$ cat config.mk
export PLATFORM = sky130hd
export DESIGN_NAME = if_fetch_pc
export DESIGN_NICKNAME = d
export VERILOG_FILES = /design/src/rtl/if_fetch_pc.sv
export SDC_FILE = /design/constraint.sdc
export NUM_CORES = 1
export LEC_CHECK = 0
export BUFFER_PORTS_ARGS = -buffer_cell sky130_fd_sc_hd__buf_2
export CORE_MARGIN = 2
export CORE_UTILIZATION = 40
export DETAILED_ROUTE_END_ITERATION = 6
export PLACE_DENSITY_LB_ADDON = 0.15
export SLEW_MARGIN = 0
export SYNTH_ARGS = -nofsm -noshare
export SYNTH_HDL_FRONTEND = slang
export SYNTH_SLANG_ARGS = --single-unit
$ cat constraint.sdc
create_clock -name clk -period 3.2 [get_ports clk]
set_clock_uncertainty 0.1 [all_clocks]
set_input_delay 0.48 -clock clk [delete_from_list [all_inputs] [get_ports clk]]
set_output_delay 0.48 -clock clk [all_outputs]
set_load 0.05 [all_outputs]
$ cat src/rtl/if_fetch_pc.sv
`default_nettype none
// ============================================================================
// Module      : if_fetch_pc
// Description : Instruction-fetch front end of the five-stage MIPS pipeline.
//               Owns the program counter, selects the next PC (sequential,
//               branch/jump redirect, exception entry, eret return), drives
//               the instruction-memory address and presents the fetched word,
//               its PC and a fetch exception code to the IF/ID register.
//               A one-entry redirect buffer keeps a branch target that was
//               resolved while fetch was stalled.
//
// Ports       : clk         - clock, all state updates on the rising edge
//               reset       - synchronous, active-high reset
//               en          - 1 = advance PC, 0 = stall (hold PC)
//               br_valid    - taken branch/jump in D (one-cycle pulse)
//               br_target   - redirect target, valid with br_valid
//               exc_req     - CP0 exception/interrupt taken this cycle
//               eret_req    - eret committing this cycle
//               epc         - return address for eret
//               imem_rdata  - asynchronous instruction-memory read data
//               imem_addr   - instruction-memory address (= pc_F)
//               pc_F        - current fetch PC (registered)
//               instr_F     - fetched instruction, 0 on a fetch fault
//               excode_F    - 5'd4 (AdEL) on a fetch fault, else 0
//               pend_F      - redirect buffer holds a target
//
// Config      : IF_ADEL_EN  - when defined, alignment/range checking of the
//               fetch PC is generated; when undefined, instr_F = imem_rdata
//               and excode_F = 0 for every PC.
//
// Revision    : 1.0 - initial release
// ============================================================================
module if_fetch_pc #(
  parameter logic [31:0] RESET_PC  = 32'h0000_3000,
  parameter logic [31:0] EXC_ENTRY = 32'h0000_4180,
  parameter logic [31:0] IM_BASE   = 32'h0000_3000,
  parameter logic [31:0] IM_TOP    = 32'h0000_6FFC
) (
  input  logic        clk,
  input  logic        reset,
  input  logic        en,
  input  logic        br_valid,
  input  logic [31:0] br_target,
  input  logic        exc_req,
  input  logic        eret_req,
  input  logic [31:0] epc,
  input  logic [31:0] imem_rdata,
  output logic [31:0] imem_addr,
  output logic [31:0] pc_F,
  output logic [31:0] instr_F,
  output logic [4:0]  excode_F,
  output logic        pend_F
);

  localparam logic [4:0] EXC_ADEL = 5'd4;

  logic [31:0] pc;
  logic        pend_valid;
  logic [31:0] pend_target;

  logic [31:0] pc_next;
  logic        pend_valid_next;
  logic [31:0] pend_target_next;

  // Next-PC and redirect-buffer selection. Flushes (exc/eret) win over the
  // stall so that a stalled pipeline can still be redirected to the handler.
  always_comb begin
    pc_next          = pc;
    pend_valid_next  = pend_valid;
    pend_target_next = pend_target;

    if (exc_req) begin
      pc_next         = EXC_ENTRY;
      pend_valid_next = 1'b0;
    end else if (eret_req) begin
      pc_next         = epc;
      pend_valid_next = 1'b0;
    end else if (en) begin
      // Any enabled cycle consumes or discards the buffered target.
      pend_valid_next = 1'b0;
      if (br_valid) begin
        pc_next = br_target;
      end else if (pend_valid) begin
        pc_next = pend_target;
      end else begin
        pc_next = pc + 32'd4;
      end
    end else if (br_valid) begin
      // Branch resolved during a stall: remember it; newest target wins.
      pend_valid_next  = 1'b1;
      pend_target_next = br_target;
    end
  end

  always_ff @(posedge clk) begin
    if (reset) begin
      pc          <= RESET_PC;
      pend_valid  <= 1'b0;
      pend_target <= 32'd0;
    end else begin
      pc          <= pc_next;
      pend_valid  <= pend_valid_next;
      pend_target <= pend_target_next;
    end
  end

  assign pc_F      = pc;
  assign imem_addr = pc;
  assign pend_F    = pend_valid;

`ifdef IF_ADEL_EN
  logic fetch_fault;

  // Misaligned or outside the instruction memory window (unsigned compares).
  assign fetch_fault = (pc[1:0] != 2'b00) || (pc < IM_BASE) || (pc > IM_TOP);

  assign instr_F  = fetch_fault ? 32'd0 : imem_rdata;
  assign excode_F = fetch_fault ? EXC_ADEL : 5'd0;
`else
  logic [4:0] unused_excode;

  assign unused_excode = EXC_ADEL;
  assign instr_F       = imem_rdata;
  assign excode_F      = 5'd0;
`endif

endmodule
`default_nettype wire

==> results.toml <==
[layout]
nets = 715
fillCellCount = 1094
final_util = 0.453
multiInputGateArea_um2 = 2180
layoutNonFillerInstCount = 752
finalInstanceArea_um2 = 4660
regArea_um2 = 1300
diodes = 0
layout-drive-gt1-share = 0.282
synthToLayoutAreaGrowth_pct = 10.3

[logic_synthesis]
netlist_instances = 556
async_flop_share = 0
synth-main-ff-cell = "dfxtp_1"
yosysWarnings = 0
synth_edf_count = 0
ys_seq_area_frac = 0.308
ys_seq_elements = 65
synth_area_per_cell_um2 = 7.59
syn_area_um2 = 4220
ys_types = 60

[critical_path]
worst_path_max_delay_cell = "nor3_1"
rr_worst_depth = 6
worst_path_largest_cell_delay_ns = 0.54
crit_fanout = 9
worstPathCellList = "ha_1, nand3_1, nor3_1, nand2_1, a41o_1, a32o_1"
startpoint = "imem_addr[2]"
cp.arrival_ns = 2.42
critical_path.endpoint_type = "flip-flop"
reg2reg_slack_ns = 0.92
worstSetupPathType = "flip-flop to flip-flop"
r2r_end = "imem_addr[22]"
cp-start-kind = "flip-flop"
r2r_start = "imem_addr[2]"
worstPathRequired_ns = 3.34

[sta]
tightest_slew_ns = 0.694
tns_ns = 0
relSlewSlack = 0.535
fmax_ghz = 0.439
setup_violations = 0
hold_viol_final = 0
rsz0062_at_grt = "false"
setup_slack_ns = 0.921
slew_viol_final = 0
fin_crit_sh = 0.712
finalCriticalPeriod_ns = 2.28

[die]
die_area_um2 = 11400
die_y_um = 107
num_rows = 37
ios = 204
core_area_um2 = 10300
die_w_um = 107
initial_core_util = 0.411

[pwr]
powerDensity_nw_per_um2 = 444
irDropWorstVdd_uv = 221
leakage_nw = 1.91

[run_status]
status = "finished, final reports clean"

[detailed_routing]
dr.pass1.iters = 5
drcViolationCount = 0
via_per_inst = 5.57
wl_um = 13100
num_vias = 4185
wire_per_inst_um = 17.5
drtAntennaViolNets = 0
drtIter0Drc = 283

[clock_network]
cts_tree = "yes"
path_clk_slew_ns = 0.07
cts_setup_buffers = 0
cts_buffer_depth = 2
cts_max_level = 3
cts_made_buffers = 9
root_buffer = "clkbuf_8"
clk_latency_ns = 0.35
ctsHoldBuffers = 0
cts_resized = 0
cts.sinks = 65

[global_route]
grt_start_max_net_pins = 40
grt-ovfl-total = 0
grt_pass1_vias = 3788
grt_antenna_before_repair = 0
globalRouteTotalUtil = 0.227
grt_pass1_wl_um = 20200

[placed_design]
gp_congestion = 0.869
dpl.hpwl_um = 9410
dpl_cell_area_um2 = 4460
pre_cts_ws_ns = 0.735
placement.io_buffers = 134
placed_cells_incl_taps = 737

[min_path]
hold_depth = 3
hold_class = "primary input to flip-flop"
min_to = "pend_target[3]"
hp-start = "br_target[3]"

[run]
cap_violations = 0
-- registers in the layout, summed over array words and instances (netlist names), named ones only --
name / cells
imem_addr: 30
pend_F: 1
pend_target: 32
-- layout by cell type (no fill, tap or decap), drive strengths merged, types with 5 or more instances in the layout --
cell type,count
o22ai,9
o211ai,5
nand4,10
inv,10
o31ai,6
o21ai,22
conb,5
nor3,16
a221oi,13
nand2b,10
a21oi,56
a31oi,6
nor2,31
dfxtp,65
nand3,8
clkbuf,12
mux2i,5
nand2,95
xnor2,6
xor2,9
buf,148
-- cells by family (layout without fill, tap and decap cells) --
logic type / Yosys count / count (layout) / synth area share
adder cells (fa/ha/maj): 1 / 1 / 0.00296
other: 1 / 5 / 0.000888
multiplexers: 5 / 5 / 0.0119
XOR/XNOR: 15 / 15 / 0.0311
buffers and inverters: 117 / 173 / 0.181
AO/OA/AOI/OAI: 159 / 159 / 0.249
flip-flops: 65 / 65 / 0.308
AND/OR/NAND/NOR: 193 / 193 / 0.215
-- Yosys cell counts (all sizes together), types with 2 or more instances --
library cell   n  area share
a211oi         3      0.0053
a21oi         56       0.066
a221o          4      0.0095
a221oi        13       0.027
a22oi          4      0.0071
a31o           2      0.0041
a31oi          6      0.0089
a32o           4      0.0095
a32oi          4      0.0083
a41o           3      0.0071
a41oi          2      0.0041
and3           3      0.0047
and4           4      0.0089
buf           93        0.15
clkbuf        14       0.022
dfxtp         65        0.31
inv           10      0.0089
mux2i          5       0.012
nand2         95       0.084
nand2b        10       0.015
nand3          8       0.011
nand4         10       0.016
nor2          31       0.028
nor2b          3      0.0044
nor3          16       0.021
nor3b          2      0.0036
nor4           4      0.0074
o211ai         5      0.0089
o21ai         22       0.026
o221ai         3      0.0062
o22ai          9       0.013
o31ai          6       0.011
o41ai          4      0.0083
or2            3      0.0044
or3            4      0.0059
xnor2          6       0.012
xor2           9       0.019
-- power breakdown --
part | switching, W | total, W | internal, W
Sequential | 0.0000425 | 0.000882 | 0.000839
Combinational | 0.000337 | 0.000470 | 0.000134
Clock | 0.000322 | 0.000718 | 0.000396
-- routing by layer --
layer  GRT usage  wire length (um)  vias up
met5           0                 0        -
met4      0.0612               182        0
met3      0.0444              1160       22
met2       0.331              5710      192
met1       0.338              6080     1945
li1            -                 -     2026
-- critical path, delay by kind of cell, from the launching register on --
| family | cells | cell delay, ns |
|---|---|---|
| AOI/OAI and AO/OA | 2 | 0.42 |
| and+or+nand+nor | 3 | 0.93 |
| DFF | 1 | 0.49 |
| adders and majority gates | 1 | 0.23 |
-- area by class of cell --
type | count | share of cell area
clock inverter | 3 | 0.00859
clock buffer | 12 | 0.0333
sequential | 65 | 0.279
multi-input combinational | 378 | 0.468
tap | 136 | 0.0365
inverter | 10 | 0.00806
timing repair buffer | 148 | 0.166
-- worst max path at each step --
stage,cells past startpoint,slack [ns],endpoint
3_5_place_dp,6,0.74,imem_addr[23]
2_1_floorplan,6,0.96,imem_addr[22]
4_1_cts,6,0.94,imem_addr[22]
3_3_place_gp,6,0.83,imem_addr[26]
6_report,6,0.92,imem_addr[22]
5_1_grt,6,0.69,imem_addr[18]
-- stage by stage --
stage / power, W / hold slack (ns)
after global placement: 0.00137 / 0.342
final: 0.00207 / 0.280
after CTS: 0.00208 / 0.274
after global routing: 0.00215 / 0.281
after detailed placement: 0.00137 / 0.346
after floorplan: 0.00136 / 0.333
No activity file was read; power rests on OpenSTA's default activity.
